### config.mk
export PLATFORM = sky130hd
export DESIGN_NAME = teclado_matricial
export DESIGN_NICKNAME = d
export VERILOG_FILES = /design/src/rtl/teclado_matricial_pkg.sv /design/src/rtl/teclado_varredura.sv /design/src/rtl/teclado_matricial.sv
export SDC_FILE = /design/constraint.sdc
export NUM_CORES = 1
export LEC_CHECK = 0
export BUFFER_PORTS_ARGS = -buffer_cell sky130_fd_sc_hd__buf_2
export CAP_MARGIN = 20
export CORE_MARGIN = 4
export CORE_UTILIZATION = 35
export CTS_CLUSTER_DIAMETER = 100
export DETAILED_ROUTE_END_ITERATION = 8
export PLACE_DENSITY = 0.7
export SLEW_MARGIN = 20
export SYNTH_ARGS = -nofsm -noshare
export SYNTH_HDL_FRONTEND = slang
export SYNTH_HIERARCHICAL = 1
export SYNTH_SLANG_ARGS = --single-unit
### constraint.sdc
create_clock -name clk -period 2 [get_ports clk]
set_input_delay 0 -clock clk [delete_from_list [all_inputs] [get_ports clk]]
set_output_delay 0 -clock clk [all_outputs]
set_load 0.05 [all_outputs]
### src/rtl/teclado_matricial_pkg.sv
// Shared types for the keypad producer: password buffer, key codes,
// scan FSM states and the row/column to key-code map.
package teclado_matricial_pkg;

  localparam int N_DIGITS = 20;

  typedef struct packed {
    logic [N_DIGITS-1:0][3:0] digits;
  } senhaPac_t;

  localparam logic [3:0] KEY_CONFIRM = 4'hA;
  localparam logic [3:0] KEY_CLEAR   = 4'hB;
  localparam logic [3:0] KEY_TIMEOUT = 4'hE;
  localparam logic [3:0] KEY_EMPTY   = 4'hF;

  typedef enum logic [1:0] {
    ST_SCAN,
    ST_DEBOUNCE,
    ST_EMIT,
    ST_WAIT_RELEASE
  } teclado_state_t;

  typedef struct packed {
    logic       valid;
    logic [3:0] code;
  } key_map_t;

  // Column 3 holds the letters A-D, which never produce an event.
  function automatic key_map_t key_lookup(
    input logic [1:0] r,
    input logic [1:0] c
  );
    key_map_t m;
    m.valid = 1'b0;
    m.code  = KEY_EMPTY;
    if (c != 2'd3) begin
      m.valid = 1'b1;
      unique case (r)
        2'd0: m.code = 4'd1 + {2'b00, c};
        2'd1: m.code = 4'd4 + {2'b00, c};
        2'd2: m.code = 4'd7 + {2'b00, c};
        default: begin
          if (c == 2'd0)      m.code = KEY_CONFIRM;
          else if (c == 2'd1) m.code = 4'd0;
          else                m.code = KEY_CLEAR;
        end
      endcase
    end
    return m;
  endfunction

  function automatic logic [1:0] lowest_low(input logic [3:0] row);
    logic [1:0] idx;
    idx = 2'd0;
    for (int i = 3; i >= 0; i--) begin
      if (!row[i]) idx = 2'(i);
    end
    return idx;
  endfunction

endpackage

### src/rtl/teclado_varredura.sv
// Column scanner with press/release debounce; emits one key event
// per physical press.
module teclado_varredura
  import teclado_matricial_pkg::*;
#(
  parameter int SETTLE_CYCLES   = 4,
  parameter int DEBOUNCE_CYCLES = 20
) (
  input  logic       clk,
  input  logic       rst,
  input  logic       i_en,
  input  logic [3:0] i_row,
  output logic [3:0] o_col,
  output logic [3:0] o_key_code,
  output logic       o_key_event
);

  localparam int CNT_MAX = (SETTLE_CYCLES > DEBOUNCE_CYCLES) ?
                           SETTLE_CYCLES : DEBOUNCE_CYCLES;
  localparam int CNT_W = $clog2(CNT_MAX + 1);
  localparam logic [CNT_W-1:0] SETTLE_LAST = CNT_W'(SETTLE_CYCLES - 1);
  localparam logic [CNT_W-1:0] DEB_LAST    = CNT_W'(DEBOUNCE_CYCLES - 1);
  localparam logic [CNT_W-1:0] CNT_ONE     = CNT_W'(1);

  teclado_state_t   r_state;
  teclado_state_t   w_state_nx;
  logic [1:0]       r_idx;
  logic [1:0]       w_idx_nx;
  logic [1:0]       r_row_idx;
  logic [1:0]       w_row_nx;
  logic [CNT_W-1:0] r_cnt;
  logic [CNT_W-1:0] w_cnt_nx;
  logic [3:0]       r_col;
  key_map_t         w_map;

  assign w_map = key_lookup(r_row_idx, r_idx);

  always_ff @(posedge clk) begin
    if (rst) begin
      r_state   <= ST_SCAN;
      r_idx     <= 2'd0;
      r_row_idx <= 2'd0;
      r_cnt     <= '0;
      r_col     <= 4'hF;
    end else begin
      r_state   <= w_state_nx;
      r_idx     <= w_idx_nx;
      r_row_idx <= w_row_nx;
      r_cnt     <= w_cnt_nx;
      r_col     <= ~(4'b0001 << w_idx_nx);
    end
  end

  always_comb begin
    w_state_nx = r_state;
    w_idx_nx   = r_idx;
    w_row_nx   = r_row_idx;
    w_cnt_nx   = r_cnt;
    unique case (r_state)
      ST_SCAN: begin
        if (r_cnt == SETTLE_LAST) begin
          w_cnt_nx = '0;
          if (i_row != 4'hF) begin
            w_state_nx = ST_DEBOUNCE;
            w_row_nx   = lowest_low(i_row);
          end else begin
            w_idx_nx = r_idx + 2'd1;
          end
        end else begin
          w_cnt_nx = r_cnt + CNT_ONE;
        end
      end
      ST_DEBOUNCE: begin
        if (i_row[r_row_idx]) begin
          w_state_nx = ST_SCAN;
          w_cnt_nx   = '0;
        end else if (r_cnt == DEB_LAST) begin
          w_cnt_nx   = '0;
          // Disabled presses and letters are swallowed here.
          w_state_nx = (i_en && w_map.valid) ? ST_EMIT : ST_WAIT_RELEASE;
        end else begin
          w_cnt_nx = r_cnt + CNT_ONE;
        end
      end
      ST_EMIT: begin
        w_state_nx = ST_WAIT_RELEASE;
        w_cnt_nx   = '0;
      end
      ST_WAIT_RELEASE: begin
        if (i_row != 4'hF) begin
          w_cnt_nx = '0;
        end else if (r_cnt == DEB_LAST) begin
          w_cnt_nx   = '0;
          w_state_nx = ST_SCAN;
          w_idx_nx   = r_idx + 2'd1;
        end else begin
          w_cnt_nx = r_cnt + CNT_ONE;
        end
      end
      default: begin
        w_state_nx = ST_SCAN;
        w_cnt_nx   = '0;
      end
    endcase
  end

  assign o_col       = r_col;
  assign o_key_code  = w_map.code;
  assign o_key_event = (r_state == ST_EMIT);

endmodule

### src/rtl/teclado_matricial.sv
// Keypad producer: rolling 20-digit buffer, inactivity timeout and
// enable gating on top of the column scanner.
module teclado_matricial
  import teclado_matricial_pkg::*;
#(
  parameter int UM_SEGUNDO      = 1000,
  parameter int SETTLE_CYCLES   = 4,
  parameter int DEBOUNCE_CYCLES = 20,
  parameter int TIMEOUT_S       = 5
) (
  input  logic       clk,
  input  logic       rst,
  input  logic       teclado_en,
  input  logic [3:0] row,
  output logic [3:0] col,
  output senhaPac_t  digitos_value,
  output logic       digitos_valid
);

  localparam int TIMEOUT_CYCLES = TIMEOUT_S * UM_SEGUNDO;
  localparam int TMR_W = $clog2(TIMEOUT_CYCLES + 1);
  localparam logic [TMR_W-1:0] TMR_LAST = TMR_W'(TIMEOUT_CYCLES - 1);
  localparam logic [TMR_W-1:0] TMR_ONE  = TMR_W'(1);

  logic [3:0]       w_key_code;
  logic             w_key_event;
  logic             w_timeout;
  logic             w_busy;
  senhaPac_t        r_digits;
  logic             r_valid;
  logic             r_clear;
  logic [TMR_W-1:0] r_timer;

  teclado_varredura #(
    .SETTLE_CYCLES  (SETTLE_CYCLES),
    .DEBOUNCE_CYCLES(DEBOUNCE_CYCLES)
  ) u_varredura (
    .clk        (clk),
    .rst        (rst),
    .i_en       (teclado_en),
    .i_row      (row),
    .o_col      (col),
    .o_key_code (w_key_code),
    .o_key_event(w_key_event)
  );

  assign w_busy    = (r_digits.digits[0] != KEY_EMPTY);
  assign w_timeout = w_busy && (r_timer == TMR_LAST);

  // Key beats a coincident timeout; confirm/clear/timeout wipe next cycle.
  always_ff @(posedge clk) begin
    if (rst || !teclado_en) begin
      r_digits <= '1;
      r_valid  <= 1'b0;
      r_clear  <= 1'b0;
      r_timer  <= '0;
    end else if (w_key_event) begin
      r_digits.digits <= {r_digits.digits[N_DIGITS-2:0], w_key_code};
      r_valid <= 1'b1;
      r_clear <= (w_key_code == KEY_CONFIRM) || (w_key_code == KEY_CLEAR);
      r_timer <= '0;
    end else if (r_clear) begin
      r_digits <= '1;
      r_valid  <= 1'b0;
      r_clear  <= 1'b0;
      r_timer  <= '0;
    end else if (w_timeout) begin
      r_digits.digits <= {N_DIGITS{KEY_TIMEOUT}};
      r_valid <= 1'b1;
      r_clear <= 1'b1;
      r_timer <= '0;
    end else begin
      r_valid <= 1'b0;
      if (w_busy) r_timer <= r_timer + TMR_ONE;
    end
  end

  assign digitos_value = r_digits;
  assign digitos_valid = r_valid;

endmodule

==> impl_metrics.env <==
export IMPL_area_growth_pct=27.6
export IMPL_mappedNetlistArea_sq_um=4210
export IMPL_drtAntennaViolNets=0
export IMPL_timing_rr_end="u_varredura/r_idx[1]"
export IMPL_gr_total_overflow=0
export IMPL_layout_common_cells="106 x dfxtp_1, 91 x buf_2, 60 x o22a_1, 29 x buf_4, 26 x nor2_1"
export IMPL_cpMostUsedCell="buf_4"
export IMPL_rsz0062_at_grt="true"
export IMPL_routed_via_density=5.34
export IMPL_row_count=39
export IMPL_async_flop_share=0
export IMPL_grt_first_pass_wirelength_um=15600
export IMPL_seqPwrFrac=0.497
export IMPL_h_tree_depth=3
export IMPL_status="finished, violations left"
export IMPL_die_area_sq_um=13900
export IMPL_first_global_vias=3247
export IMPL_min_path_type="input pin to register"
export IMPL_clock_fmax_ghz=0.493
export IMPL_tightestPinTransition_ns=0.417
export IMPL_final_nets=513
export IMPL_timing_rr_start="u_varredura/r_cnt[1]"
export IMPL_synth_edf_count=0
export IMPL_critical_path_max_fanout=5
export IMPL_cts_sinks=110
export IMPL_worst_endpoint_arrival_ns=2.25
export IMPL_track_usage=0.134
export IMPL_port_buffers=91
export IMPL_synth_cells=385
export IMPL_worstPathRequired_ns=2.22
export IMPL_crit_start="u_varredura/r_cnt[1]"
export IMPL_gp_congestion=0.853
export IMPL_stdcell_count=644
export IMPL_synth_top_area_share=0.523
export IMPL_whs_path_depth=4
export IMPL_maxSlewHeadroom=0.718
export IMPL_share_comb_of_total_power=0.116
export IMPL_leakagePower_nw=1.82
export IMPL_ff2ff_setup_slack_ns=-0.03
export IMPL_violations="negative setup slack"
export IMPL_pwr_share_clk=0.387
export IMPL_fp_dieH_um=118
export IMPL_synth_area_leader_cell="dfxtp_1"
export IMPL_setup_viol=1
export IMPL_wl_per_cell_um=14.8
export IMPL_antenna_found_initial=0
export IMPL_cts_buffers=9
export IMPL_cts_max_path_buffers=2
export IMPL_timing_hold_ws_ns=0.0286
export IMPL_endpoint_kind="register"
export IMPL_hold_violations=0
export IMPL_drc=0
export IMPL_netSwitchingPower_mw=1.17
export IMPL_hpwl_um=6490
export IMPL_clock_latency_ns=0.35
export IMPL_ys_seq_area_frac=0.523
export IMPL_yosys_top_cells_area="dfxtp_1 52%, o22a_1 12%, a221o_1 4.8%"
export IMPL_synth_main_ff_cell="dfxtp_1"
export IMPL_synth_area_per_cell_sq_um=10.9
export IMPL_vias=3441
export IMPL_worstPathCellList="ha_4 > or3b_4 > o31a_1 > buf_4 > o31ai_4 > buf_4 > a21oi_1"
export IMPL_final_setup_skew_ns=0.0117
export IMPL_cts_root_buf="clkbuf_16"
export IMPL_fin_ws_ns=-0.0279
export IMPL_layout_cells_most_common="dfxtp_1"
export IMPL_tritoncts="yes"
export IMPL_critPathSlowestCell="or3b_4"
export IMPL_initial_utilization=0.363
export IMPL_diodes=0
export IMPL_drv_slew=0
export IMPL_drt_total_wl_um=9560
export IMPL_ys_warn_count=6
export IMPL_crit_type="register to register"
export IMPL_final_layout_size_suffix_gt1_frac=0.327
export IMPL_reg2reg_depth=7
export IMPL_synth_fp_nets=402
export IMPL_synth_distinct_cells=54
export IMPL_path_clk_slew_ns=0.07
export IMPL_start_kind="register"
export IMPL_ir_drop_mv=0.466
export IMPL_fin_crit_sh=1.01
export IMPL_grt_max_degree=62
export IMPL_critPathMaxStageDelay_ns=0.40
export IMPL_ys_ff_latch=110
export IMPL_max_cap_violations=0
export IMPL_dieWidth_um=118
export IMPL_power_switching_share=0.256
export IMPL_num_io_pins=92
export IMPL_powerDensity_nw_per_um2=848
export IMPL_place_inst=622
export IMPL_min_period_ns=2.03
export IMPL_cp_endpoint="u_varredura/r_idx[1]"
export IMPL_core_area_sq_um=11600
export IMPL_power_mw=4.56
export IMPL_drt_first_pass_iters=4
export IMPL_internal_power_mw=3.39
export IMPL_drt_initial_drc_count=202
==> timing repair <==
item	in CTS	in global routing
setup buffers	0	4
pin swaps	0	6
hold buffers	2	0
hold endpoints to repair	2	0
gates resized for setup	2	9
endpoints found under the setup margin	7	33
==> worst min path at each step <==
| stage | start | end |
|---|---|---|
| after detailed placement | row[0] | u_varredura/r_row_idx[1] |
| final | row[3] | u_varredura/r_row_idx[0] |
| after floorplan | rst | u_varredura/r_idx[0] |
| after global routing | teclado_en | u_varredura/r_state[0] |
| after global placement | row[0] | u_varredura/r_row_idx[1] |
| after CTS | row[2] | u_varredura/r_row_idx[0] |
==> state kept, by name, indices dropped and copies added (netlist names), named ones only <==
signal                 count
u_varredura/o_col          4
r_timer                   13
u_varredura/r_idx          2
u_varredura/r_row_idx      2
u_varredura/r_state        1
digitos_value             80
r_clear                    1
u_varredura/r_cnt          5
digitos_valid              1
==> layout make-up <==
class,count,area (sq um)
Tap cell,143,179
Fill cell,1096,6240
Inverter,13,48.8
Clock buffer,10,239
Clock inverter,6,62.6
Timing Repair Buffer,126,773
Multi-Input combinational cell,236,1870
Sequential cell,110,2210
==> Yosys cell counts (2+ instances only) <==
library cell	count
ha_1	10
nor3b_1	3
nand3_1	7
inv_1	13
mux2_2	2
o31ai_1	2
or4_1	2
clkbuf_1	15
a21oi_1	12
buf_6	7
nand4_1	6
o31a_1	2
nand2_1	17
a211oi_1	4
nor3_1	7
nor2_1	26
nor4b_1	3
xnor2_1	12
o22a_1	60
nand2b_1	2
a221o_1	20
nor4_1	3
xor2_1	4
dfxtp_1	110
o21ai_0	7
==> cells by family (layout without fill, tap and decap cells) <==
group / count (synthesis) / in the layout / share of synthesized area
compound gates: 116 / 116 / 0.229
simple gates: 90 / 90 / 0.122
fa+ha+maj: 10 / 10 / 0.0297
mux: 4 / 4 / 0.0131
xor+xnor: 16 / 16 / 0.0333
buf+inv: 39 / 155 / 0.0502
flops: 110 / 110 / 0.523
==> metrics by stage <==
| step | setup slack [ns] | instance area, sq um | utilization | TNS, ns |
|---|---|---|---|---|
| 3_5_place_dp | -0.0377 | 4980 | 0.429 | -0.0402 |
| 3_3_place_gp | -0.00654 | 4980 | 0.429 | -0.00654 |
| 6_report | -0.0279 | 5380 | 0.463 | -0.0279 |
| 2_1_floorplan | 0.0537 | 4240 | - | 0 |
| 5_1_grt | -0.0811 | 5380 | 0.463 | -0.163 |
| 4_1_cts | 0.0266 | 5310 | 0.457 | 0 |
==> layer usage <==
layer  up-vias  part of all wire  track usage
met1      1651              0.46        0.169
met5         -                 0            0
li1       1678                 -            -
met2       101              0.45        0.208
met3        11             0.072       0.0514
met4         0             0.014       0.0476
==> power by group through the flow <==
stage / combinational (mW) / sequential (mW) / clock, mW
2_1_floorplan: 0.346 / 2.31 / 0
3_3_place_gp: 0.455 / 2.30 / 0
3_5_place_dp: 0.473 / 2.31 / 0
4_1_cts: 0.486 / 2.26 / 1.83
5_1_grt: 0.583 / 2.27 / 1.93
6_report: 0.530 / 2.27 / 1.76
==> critical path: cells and delay by family (launching register included) <==
family / cells / cell delay, ns
flip-flops: 1 / 0.36
AO/OA/AOI/OAI: 3 / 0.67
buffers and inverters: 2 / 0.33
AND/OR/NAND/NOR: 1 / 0.40
adder cells (fa/ha/maj): 1 / 0.13
Power figures use the tool's default switching activity.
